===== config.mk =====
export PLATFORM = sky130hd
export DESIGN_NAME = fpadd_arbiter
export DESIGN_NICKNAME = d
export VERILOG_FILES = /design/src/rtl/fpadd_arbiter.sv
export SDC_FILE = /design/constraint.sdc
export NUM_CORES = 1
export LEC_CHECK = 0
export CAP_MARGIN = 5
export CELL_PAD_IN_SITES_DETAIL_PLACEMENT = 2
export CELL_PAD_IN_SITES_GLOBAL_PLACEMENT = 2
export CORE_AREA = 2 2 177 179
export DETAILED_ROUTE_END_ITERATION = 10
export DIE_AREA = 0 0 179 181
export PLACE_DENSITY = 0.9
export SYNTH_ARGS = -nofsm -noshare
export SYNTH_HDL_FRONTEND = slang
export SYNTH_SLANG_ARGS = --single-unit

===== constraint.sdc =====
create_clock -name clk -period 2.15 [get_ports clk]
set_input_delay 0.43 -clock clk [delete_from_list [all_inputs] [get_ports clk]]
set_output_delay 0.43 -clock clk [all_outputs]
set_load 0.1 [all_outputs]

===== src/rtl/fpadd_arbiter.sv =====
// fpadd_arbiter
// -------------
// Shares one pipelined floating-point adder between NREQ requesters.
// At most one requester is granted per cycle. The granted operands go to the
// adder combinationally in the grant cycle. A LAT-deep tag pipeline of
// {valid, requester index} follows each operation through the adder, so the
// adder output can be steered back to the requester that issued it.
//
// Build option:
//   FPADD_ARB_RR_EN  defined   -> round-robin arbitration. The search starts
//                                 after the last granted index.
//                    undefined -> fixed priority. The lowest index wins and
//                                 there is no pointer register.
//
// Ports:
//   clk, rst_n          clock; asynchronous active-low reset
//   req_valid[NREQ]     per-requester operation valid
//   req_ready[NREQ]     one-hot grant (transfer when valid & ready)
//   req_a, req_b        packed operands, requester i at [i*WIDTH +: WIDTH]
//   req_op[NREQ]        per-requester op, 0 = add, 1 = sub
//   fpa_a, fpa_b        operands to the adder (0 when nothing is issued)
//   fpa_op              op to the adder, delayed by one cycle
//   fpa_ce              adder clock enable (low only in reset)
//   fpa_z               adder result
//   res_valid[NREQ]     one-hot single-cycle result strobe
//   res_z               result data (equal to fpa_z)
//   drain               stop issuing new operations
//   drain_done          draining and nothing in flight
//   busy                any operation in flight
module fpadd_arbiter #(
    parameter int NREQ  = 4,
    parameter int WIDTH = 32,
    parameter int LAT   = 2
) (
    input  logic                  clk,
    input  logic                  rst_n,
    input  logic [NREQ-1:0]       req_valid,
    output logic [NREQ-1:0]       req_ready,
    input  logic [NREQ*WIDTH-1:0] req_a,
    input  logic [NREQ*WIDTH-1:0] req_b,
    input  logic [NREQ-1:0]       req_op,
    output logic [WIDTH-1:0]      fpa_a,
    output logic [WIDTH-1:0]      fpa_b,
    output logic                  fpa_op,
    output logic                  fpa_ce,
    input  logic [WIDTH-1:0]      fpa_z,
    output logic [NREQ-1:0]       res_valid,
    output logic [WIDTH-1:0]      res_z,
    input  logic                  drain,
    output logic                  drain_done,
    output logic                  busy
);

    localparam int IDXW = (NREQ > 1) ? $clog2(NREQ) : 1;

    typedef enum logic {RUN = 1'b0, DRAIN = 1'b1} state_t;

    state_t          state_reg;
    logic            op_reg;
    logic [LAT-1:0]  tag_valid_reg;
    logic [IDXW-1:0] tag_idx_reg [LAT];

    logic            grant_any;
    logic [IDXW-1:0] grant_idx;
    logic            transfer;

`ifdef FPADD_ARB_RR_EN
    logic [IDXW-1:0] ptr_reg;

    // Search from the requester after the last grant, wrapping around. The
    // last candidate (k == NREQ) is the previous winner itself.
    always_comb begin
        grant_any = 1'b0;
        grant_idx = '0;
        for (int k = 1; k <= NREQ; k++) begin
            if (!grant_any && req_valid[(int'(ptr_reg) + k) % NREQ]) begin
                grant_any = 1'b1;
                grant_idx = IDXW'((int'(ptr_reg) + k) % NREQ);
            end
        end
    end
`else
    // Fixed priority: the lowest valid index wins.
    always_comb begin
        grant_any = 1'b0;
        grant_idx = '0;
        for (int k = 0; k < NREQ; k++) begin
            if (!grant_any && req_valid[k]) begin
                grant_any = 1'b1;
                grant_idx = IDXW'(k);
            end
        end
    end
`endif

    // rst_n gates the grant so that req_ready stays low during reset, even
    // while requesters hold valid.
    assign transfer = grant_any && rst_n && (state_reg == RUN);

    // The adder registers its operands itself, so they are driven straight
    // from the winning slice. They are zero when nothing is issued.
    assign fpa_a = transfer ? req_a[grant_idx*WIDTH +: WIDTH] : '0;
    assign fpa_b = transfer ? req_b[grant_idx*WIDTH +: WIDTH] : '0;

    // The adder does not register op. It has to arrive one cycle after the
    // operands.
    assign fpa_op = op_reg;
    assign fpa_ce = rst_n;

    // Control FSM. The drain request is registered, so a grant made in the
    // cycle where drain first rises still goes through.
    always_ff @(posedge clk or negedge rst_n) begin
        if (!rst_n) begin
            state_reg <= RUN;
            op_reg    <= 1'b0;
`ifdef FPADD_ARB_RR_EN
            ptr_reg   <= IDXW'(NREQ - 1);
`endif
        end else begin
            case (state_reg)
                RUN:     if (drain)  state_reg <= DRAIN;
                DRAIN:   if (!drain) state_reg <= RUN;
                default:             state_reg <= RUN;
            endcase
            op_reg <= transfer ? req_op[grant_idx] : 1'b0;
`ifdef FPADD_ARB_RR_EN
            if (transfer) ptr_reg <= grant_idx;
`endif
        end
    end

    // Tag pipeline. Only the valid bits need a reset. Stale indices are
    // harmless because res_valid is qualified by valid.
    always_ff @(posedge clk or negedge rst_n) begin
        if (!rst_n) begin
            tag_valid_reg <= '0;
        end else begin
            tag_valid_reg[0] <= transfer;
            for (int i = 1; i < LAT; i++) tag_valid_reg[i] <= tag_valid_reg[i-1];
        end
    end

    always_ff @(posedge clk) begin
        tag_idx_reg[0] <= grant_idx;
        for (int i = 1; i < LAT; i++) tag_idx_reg[i] <= tag_idx_reg[i-1];
    end

    genvar gi;
    generate
        for (gi = 0; gi < NREQ; gi++) begin : g_port
            assign req_ready[gi] = transfer && (grant_idx == IDXW'(gi));
            assign res_valid[gi] = tag_valid_reg[LAT-1] &&
                                   (tag_idx_reg[LAT-1] == IDXW'(gi));
        end
    endgenerate

    assign res_z      = fpa_z;
    assign busy       = |tag_valid_reg;
    assign drain_done = (state_reg == DRAIN) && !busy;

endmodule


==> metrics.md, run 1 <==
| Metric | Value |
|---|---|
| FFs w/ async S/R, synth | 50.0% |
| Final Cycle Share | 104% |
| First-pass GRT wire length | 42300 µm |
| Fraction of layout cells with a size suffix above 1 | 45.0% |
| Max rail drop VDD | 0.162 mV |
| Clock sinks | 8 |
| RePlAce Congestion | 0.796 |
| FF/Latch Area | 180 µm² |
| Initial antenna violation count | 2 |
| Startpoint types | input pin |
| Post-DP HPWL | 23400 µm |
| Worst min-delay path class | input pin to asynchronous set/reset pin |
| P_leak | 3.78 nW |
| Multi-input gate area | 0.00521 mm² |
| Mapped Cells | 526 |
| CP Launch Point | req_valid[1] |
| Total CTS buffers | 3 |
| Sequential cell area fraction in the yosys report | 4.96% |
| Worst hold slack | 0.137 ns |
| Worst-Skew Late Latency | 0.24 ns |
| Maximum fanout along the worst path | 13 |
| Avg WL per Cell | 22.7 µm |
| I/O Buffers | 342 |
| Most instantiated cells after synthesis | 66 x a21oi_1, 66 x nand2_1 |
| Chip width | 179 µm |
| Seq cells post-synth | 8 |
| CTS tree | built |
| Nets | 1175 |
| Top post-synthesis cells by area | a221oi_1 16%, nor4b_1 16%, a21o_1 13% |
| Worst-path clk slew | 0.05 ns |
| Arr. time, crit path | 1.81 ns |
| Violated checks | setup timing |
| Maximum Capacitance Violations | 0 |
| Detail Route Antenna Nets | 0 |
| Yosys Warn Count | 0 |
| Total gr overflow | 0 |
| Largest net degree at the start of global routing | 44 |
| WL final | 28900 µm |
| Tot Pwr | 0.00313 W |
| First DRT Iteration DRCs | 139 |
| Yosys cell types | 25 |
| RSZ-0062 raised after global routing | true |
| # hold bufs at CTS | 0 |
| Worst reg2reg path startpoint | state_reg |
| DR vias/cell | 4.65 |
| Pins Over Slew Limit | 0 |
| Row count | 64 |
| Fmax | 0.447 GHz |
| CP endpoint kind | output pin |
| Slew HR | 64.3% |
| Syn Area/Cell | 6.90 µm² |
| Die area | 0.0324 mm² |
| Post-synthesis cell area | 0.00363 mm² |
| Worst Max-Slew Pin Slew | 0.535 ns |
| Vias in the first global route | 7077 |
| Synth top area share | 15.7% |
| Final setup vio count | 61 |
| FF-to-FF End | fpa_op |
| # IOs | 407 |
| Initial Utilization | 12.0% |
| Final hold vios | 0 |
| Path depth of the worst reg2reg path | 6 |
| GRT Util Overall | 17.0% |
| Die H | 181 µm |
| Fillers | 3052 |
| R2R setup slack | 0.78 ns |
| TritonRoute pass-1 iters | 4 |
| Worst Setup Path Type | input pin to output pin |
| Final worst slack | -0.0876 ns |
| Largest area contributor in the netlist | a221oi_1 |
| Htree depth | 1 |
| DRC viols | 0 |
| Core box area | 0.0303 mm² |
| Clock buffer depth | 2 |
| Syn Nets | 825 |
| DR vias | 5918 |
| Final Skew | 0.00887 ns |
| Area grow syn2layout | 214% |
| Final worst path period need | 2.24 ns |
| Number of flops mapped to enable cells by yosys | 0 |
| Max reg flops | 4 |
| Status | complete, but fails checks |
| Required @ worst endpoint | 1.72 ns |
| Root Buffer | clkbuf_16 |
| Synth Flop Type | dfxtp_1 |
| Pwr Density | 275 mW/mm² |
-- report_power, final --
| part | switching (W) | leakage [nW] | internal (W) |
|---|---|---|---|
| clock | 0.0000921 | 0.0382 | 0.000249 |
| sequential | 0.00000647 | 0.0844 | 0.000158 |
| combinational | 0.00136 | 3.66 | 0.00126 |
| total | 0.00146 | 3.78 | 0.00167 |
-- worst max path at each step --
stage	end	depth (start not counted)	slack [ns]
after floorplan	req_ready[1]	4	-0.53
after CTS	fpa_b[5]	7	-0.13
after detailed placement	fpa_a[31]	7	-0.42
after global routing	fpa_a[2]	8	-0.17
after global placement	fpa_b[1]	7	-0.35
final	fpa_a[2]	8	-0.09
-- cell type report --
type                    instances  area share (%)
repair buffers                452            47.5
diodes                          2          0.0439
well taps                     396            4.35
clock buffers                   4           0.692
flip-flops and latches          8            1.58
multi-input cells             408            45.7
inverters                       3          0.0989
-- cells by family (layout without fill, tap and decap cells) --
| logic type | Yosys count | in the layout | synth area share (%) |
|---|---|---|---|
| other | 0 | 2 | 0 |
| DFF | 8 | 8 | 4.96 |
| and+or+nand+nor | 210 | 210 | 38.8 |
| AOI/OAI and AO/OA | 198 | 198 | 39.2 |
| buffers and inverters | 110 | 459 | 17.1 |
-- cell usage in the layout (no fill, tap or decap), types with 3 or more instances in the layout --
master and count:
clkdlybuf4s50_1 261, buf_12 96, buf_4 76, nand2_1 66, nand3b_1 65, a21o_1 65, a21oi_4 63, a221oi_4 55
nor4b_2 39, nor4b_4 26, buf_6 10, a221oi_2 8, clkbuf_16 7, dfrtp_1 4, dfxtp_1 4, inv_1 3
nor2_1 3
-- per-layer routing --
layer / vias up / global-route usage, % / wire length (µm)
li1: 2716 / - / -
met1: 2896 / 17.2 / 10200
met2: 256 / 33.6 / 15800
met3: 50 / 3.64 / 1950
met4: 0 / 5.95 / 1060
met5: - / 0 / 0
-- timing repair --
item                                    in CTS  in global routing
gates resized for setup                     17                 12
buffers inserted                             7                 10
endpoints found under the setup margin      67                 65
cloned                                       2                  3
pin swaps                                    6                  7
-- critical path: stages --
cell and delay, ns:
clkbuf_16 0.14, nor4b_4 0.32, buf_4 0.20, buf_12 0.14, buf_4 0.12, a221oi_2 0.07
a21oi_4 0.18, buf_12 0.19
-- stage by stage --
| stage | cells | setup TNS, ns | setup slack (ns) | cell area [µm²] | util, % |
|---|---|---|---|---|---|
| finish | 1273 | -3.10 | -0.0876 | 11400 | 37.5 |
| global route | 1273 | -7.55 | -0.165 | 11400 | 37.5 |
| CTS | 1258 | -4.80 | -0.131 | 11200 | 36.8 |
| detailed placement | 1246 | -24.57 | -0.421 | 10900 | 36.0 |
| global placement | 1246 | -20.46 | -0.350 | 10900 | 36.0 |
| floorplan | 526 | -12.48 | -0.530 | 6140 | - |
Note: power is estimated with default switching activity, not from simulation.
==> run 2, diff against run 1 <==
--- a/config.mk
+++ b/config.mk
@@ -12,6 +12,7 @@
 export DETAILED_ROUTE_END_ITERATION = 10
 export DIE_AREA = 0 0 179 181
 export PLACE_DENSITY = 0.9
+export SKIP_CTS_REPAIR_TIMING = 1
 export SYNTH_ARGS = -nofsm -noshare
 export SYNTH_HDL_FRONTEND = slang
 export SYNTH_SLANG_ARGS = --single-unit
==> metrics.md, run 2 (synthesis gave the netlist of run 1 again) <==
| Metric | Value |
|---|---|
| Worst Setup Path Type | register to output pin |
| Htree depth | 1 (unchanged) |
| Violated checks | setup timing |
| Vias in the first global route | 6950 (-1.8%) |
| Cells after DPL | 1246 (unchanged) |
| Final setup vio count | 59 (-3.3%) |
| Clock buffer depth | 2 (unchanged) |
| Fmax | 0.444 GHz (-0.70%) |
| Detail Route Antenna Nets | 0 (unchanged) |
| Total CTS buffers | 3 (unchanged) |
| Commonest cells after routing, fill and taps aside | 261 x clkdlybuf4s50_1, 98 x buf_12, 66 x nand2_1, 66 x buf_4 |
| R2R setup slack | 0.75 ns (-0.03 ns) |
| Fillers | 3043 (-0.29%) |
| TritonRoute pass-1 iters | 4 (unchanged) |
| # IOs | 407 (unchanged) |
| GRT Util Overall | 16.6% (-0.41 points) |
| Avg WL per Cell | 23.5 µm (+3.3%) |
| DRC viols | 0 (unchanged) |
| Most common cell after layout, fill and taps aside | clkdlybuf4s50_1 |
| Largest net degree at the start of global routing | 44 (unchanged) |
| Initial Utilization | 12.0% (unchanged) |
| First-pass GRT wire length | 41600 µm (-1.8%) |
| Pwr Density | 276 mW/mm² (+0.54%) |
| Die H | 181 µm (unchanged) |
| Total negative slack | -3.52 ns (-0.419 ns) |
| First DRT Iteration DRCs | 133 (-4.3%) |
| Worst Max-Slew Pin Slew | 0.538 ns (+0.00349 ns) |
| Worst-path clk slew | 0.05 ns (about the same) |
| RePlAce Congestion | 0.796 (unchanged) |
| Required @ worst endpoint | 1.72 ns (about the same) |
| Clock sinks | 8 (unchanged) |
| DP Area | 0.0109 mm² (unchanged) |
| Status | complete, but fails checks |
| DR vias/cell | 4.71 (+1.4%) |
| Final Skew | 0.0130 ns (+0.00416 ns) |
| Worst min-delay path class | input pin to asynchronous set/reset pin |
| Final worst slack | -0.103 ns (-0.0158 ns) |
| Worst-Skew Late Latency | 0.24 ns (about the same) |
| Core box area | 0.0303 mm² (unchanged) |
| Root Buffer | clkbuf_16 |
| Dpl ws | -0.421 ns (unchanged) |
| P_leak | 3.83 nW (+1.3%) |
| Arr. time, crit path | 1.82 ns (about the same) |
| RSZ-0062 raised after global routing | true |
| Slew HR | 64.1% (-0.23 points) |
| Final hold vios | 0 (unchanged) |
| Total gr overflow | 0 (unchanged) |
| Max reg flops | 4 (unchanged) |
| DR vias | 5982 (+1.1%) |
| Startpoint types | register |
| Fraction of layout cells with a size suffix above 1 | 44.7% (-0.37 points) |
| Area grow syn2layout | 217% |
| Die area | 0.0324 mm² (unchanged) |
| Final worst path period need | 2.25 ns (+0.0158 ns) |
| WL final | 29800 µm (+3.0%) |
| CTS tree | built |
| Fin area | 0.0115 mm² (+1.0%) |
| Maximum fanout along the worst path | 7 (-6) |
| Final Cycle Share | 105% (+0.73 points) |
| Post-DP HPWL | 23400 µm (unchanged) |
| CP endpoint kind | output pin |
| Initial antenna violation count | 2 (unchanged) |
| Row count | 64 (unchanged) |
| Post-route insts no fill | 1269 (-0.31%) |
| I/O Buffers | 342 (unchanged) |
| Chip width | 179 µm (unchanged) |
| Pins Over Slew Limit | 0 (unchanged) |
| Maximum Capacitance Violations | 0 (unchanged) |
| Max rail drop VDD | 0.145 mV (-10%) |
| Nets | 1171 (-0.34%) |
## run 2: cell count changes in the layout (fill, tap and decap cells not counted)
| cell | delta |
|---|---|
| buf_4 | -10 |
| buf_12 | +2 |
| buf_6 | -2 |
| clkbuf_16 | +4 |
| buf_8 | +2 |
| a221oi_1 | -1 |
| a221oi_2 | +1 |
| a21oi_2 | -1 |
| nor4b_4 | +3 |
| nor4b_1 | +1 |
| clkbuf_2 | -1 |
| nor4b_2 | -4 |
| dlymetal6s2s_1 | +1 |
| a21oi_4 | +1 |
## run 2: layout make-up
cell class	instances	area, µm²	share of cell area, %
repair buffers	448	5490	47.7
multi-input cells	408	5240	45.6
well taps	396	495	4.31
flip-flops and latches	8	180	1.57
clock buffers	4	78.8	0.685
inverters	3	11.3	0.0979
diodes	2	5.00	0.0435
## run 2: critical path, cell delays in order, from the launching register on
cell     delay (ns)
dfrtp_1        0.42
nor2b_4        0.21
o41ai_4        0.12
buf_12         0.17
buf_12         0.15
buf_12         0.15
a21oi_4        0.15
buf_12         0.19
## run 2: power by group
group | switching (W) | total (W) | internal (W)
clock network | 0.0000952 | 0.000344 | 0.000249
logic | 0.00138 | 0.00267 | 0.00128
registers | 0.00000689 | 0.000165 | 0.000158
total | 0.00149 | 0.00318 | 0.00169
## run 2: path summary, 6_finish.rpt
kind,from,to,cells after the start
max reg2reg,state_reg,fpa_op,6
min in group clk,tag_idx_reg[0][1],tag_idx_reg[0][3],0
max,state_reg,fpa_b[5],7
max in group asynchronous,rst_n,tag_valid_reg[0],2
min reg2reg,tag_idx_reg[0][1],tag_idx_reg[0][3],0
min,rst_n,fpa_op,2
## run 2: per-layer routing
| metal | vias up | wire length (µm) | track usage [%] |
|---|---|---|---|
| met5 | - | 0 | 0 |
| met4 | 0 | 1060 | 5.24 |
| met3 | 57 | 2000 | 3.51 |
| met2 | 271 | 16100 | 33.1 |
| met1 | 2947 | 10600 | 16.8 |
| li1 | 2707 | - | - |
## run 2: through the flow
| step | hold slack, ns | total power, W | utilization [%] |
|---|---|---|---|
| after detailed placement | 0.315 | 0.00276 | 36.0 |
| after CTS | 0.329 | 0.00310 | 36.3 |
| after global placement | 0.314 | 0.00269 | 36.0 |
| after global routing | 0.176 | 0.00331 | 37.9 |
| final | 0.166 | 0.00318 | 37.9 |
| after floorplan | 0.134 | 0.00185 | - |
==> run 3, diff against run 2 <==
--- a/config.mk
+++ b/config.mk
@@ -5,7 +5,6 @@
 export SDC_FILE = /design/constraint.sdc
 export NUM_CORES = 1
 export LEC_CHECK = 0
-export CAP_MARGIN = 5
 export CELL_PAD_IN_SITES_DETAIL_PLACEMENT = 2
 export CELL_PAD_IN_SITES_GLOBAL_PLACEMENT = 2
 export CORE_AREA = 2 2 177 179
@@ -13,6 +12,7 @@
 export DIE_AREA = 0 0 179 181
 export PLACE_DENSITY = 0.9
 export SKIP_CTS_REPAIR_TIMING = 1
+export SKIP_LAST_GASP = 1
 export SYNTH_ARGS = -nofsm -noshare
 export SYNTH_HDL_FRONTEND = slang
 export SYNTH_SLANG_ARGS = --single-unit
==> results of run 3 <==
Same layout as run 2: the final DEF is identical, and so are final timing and power.
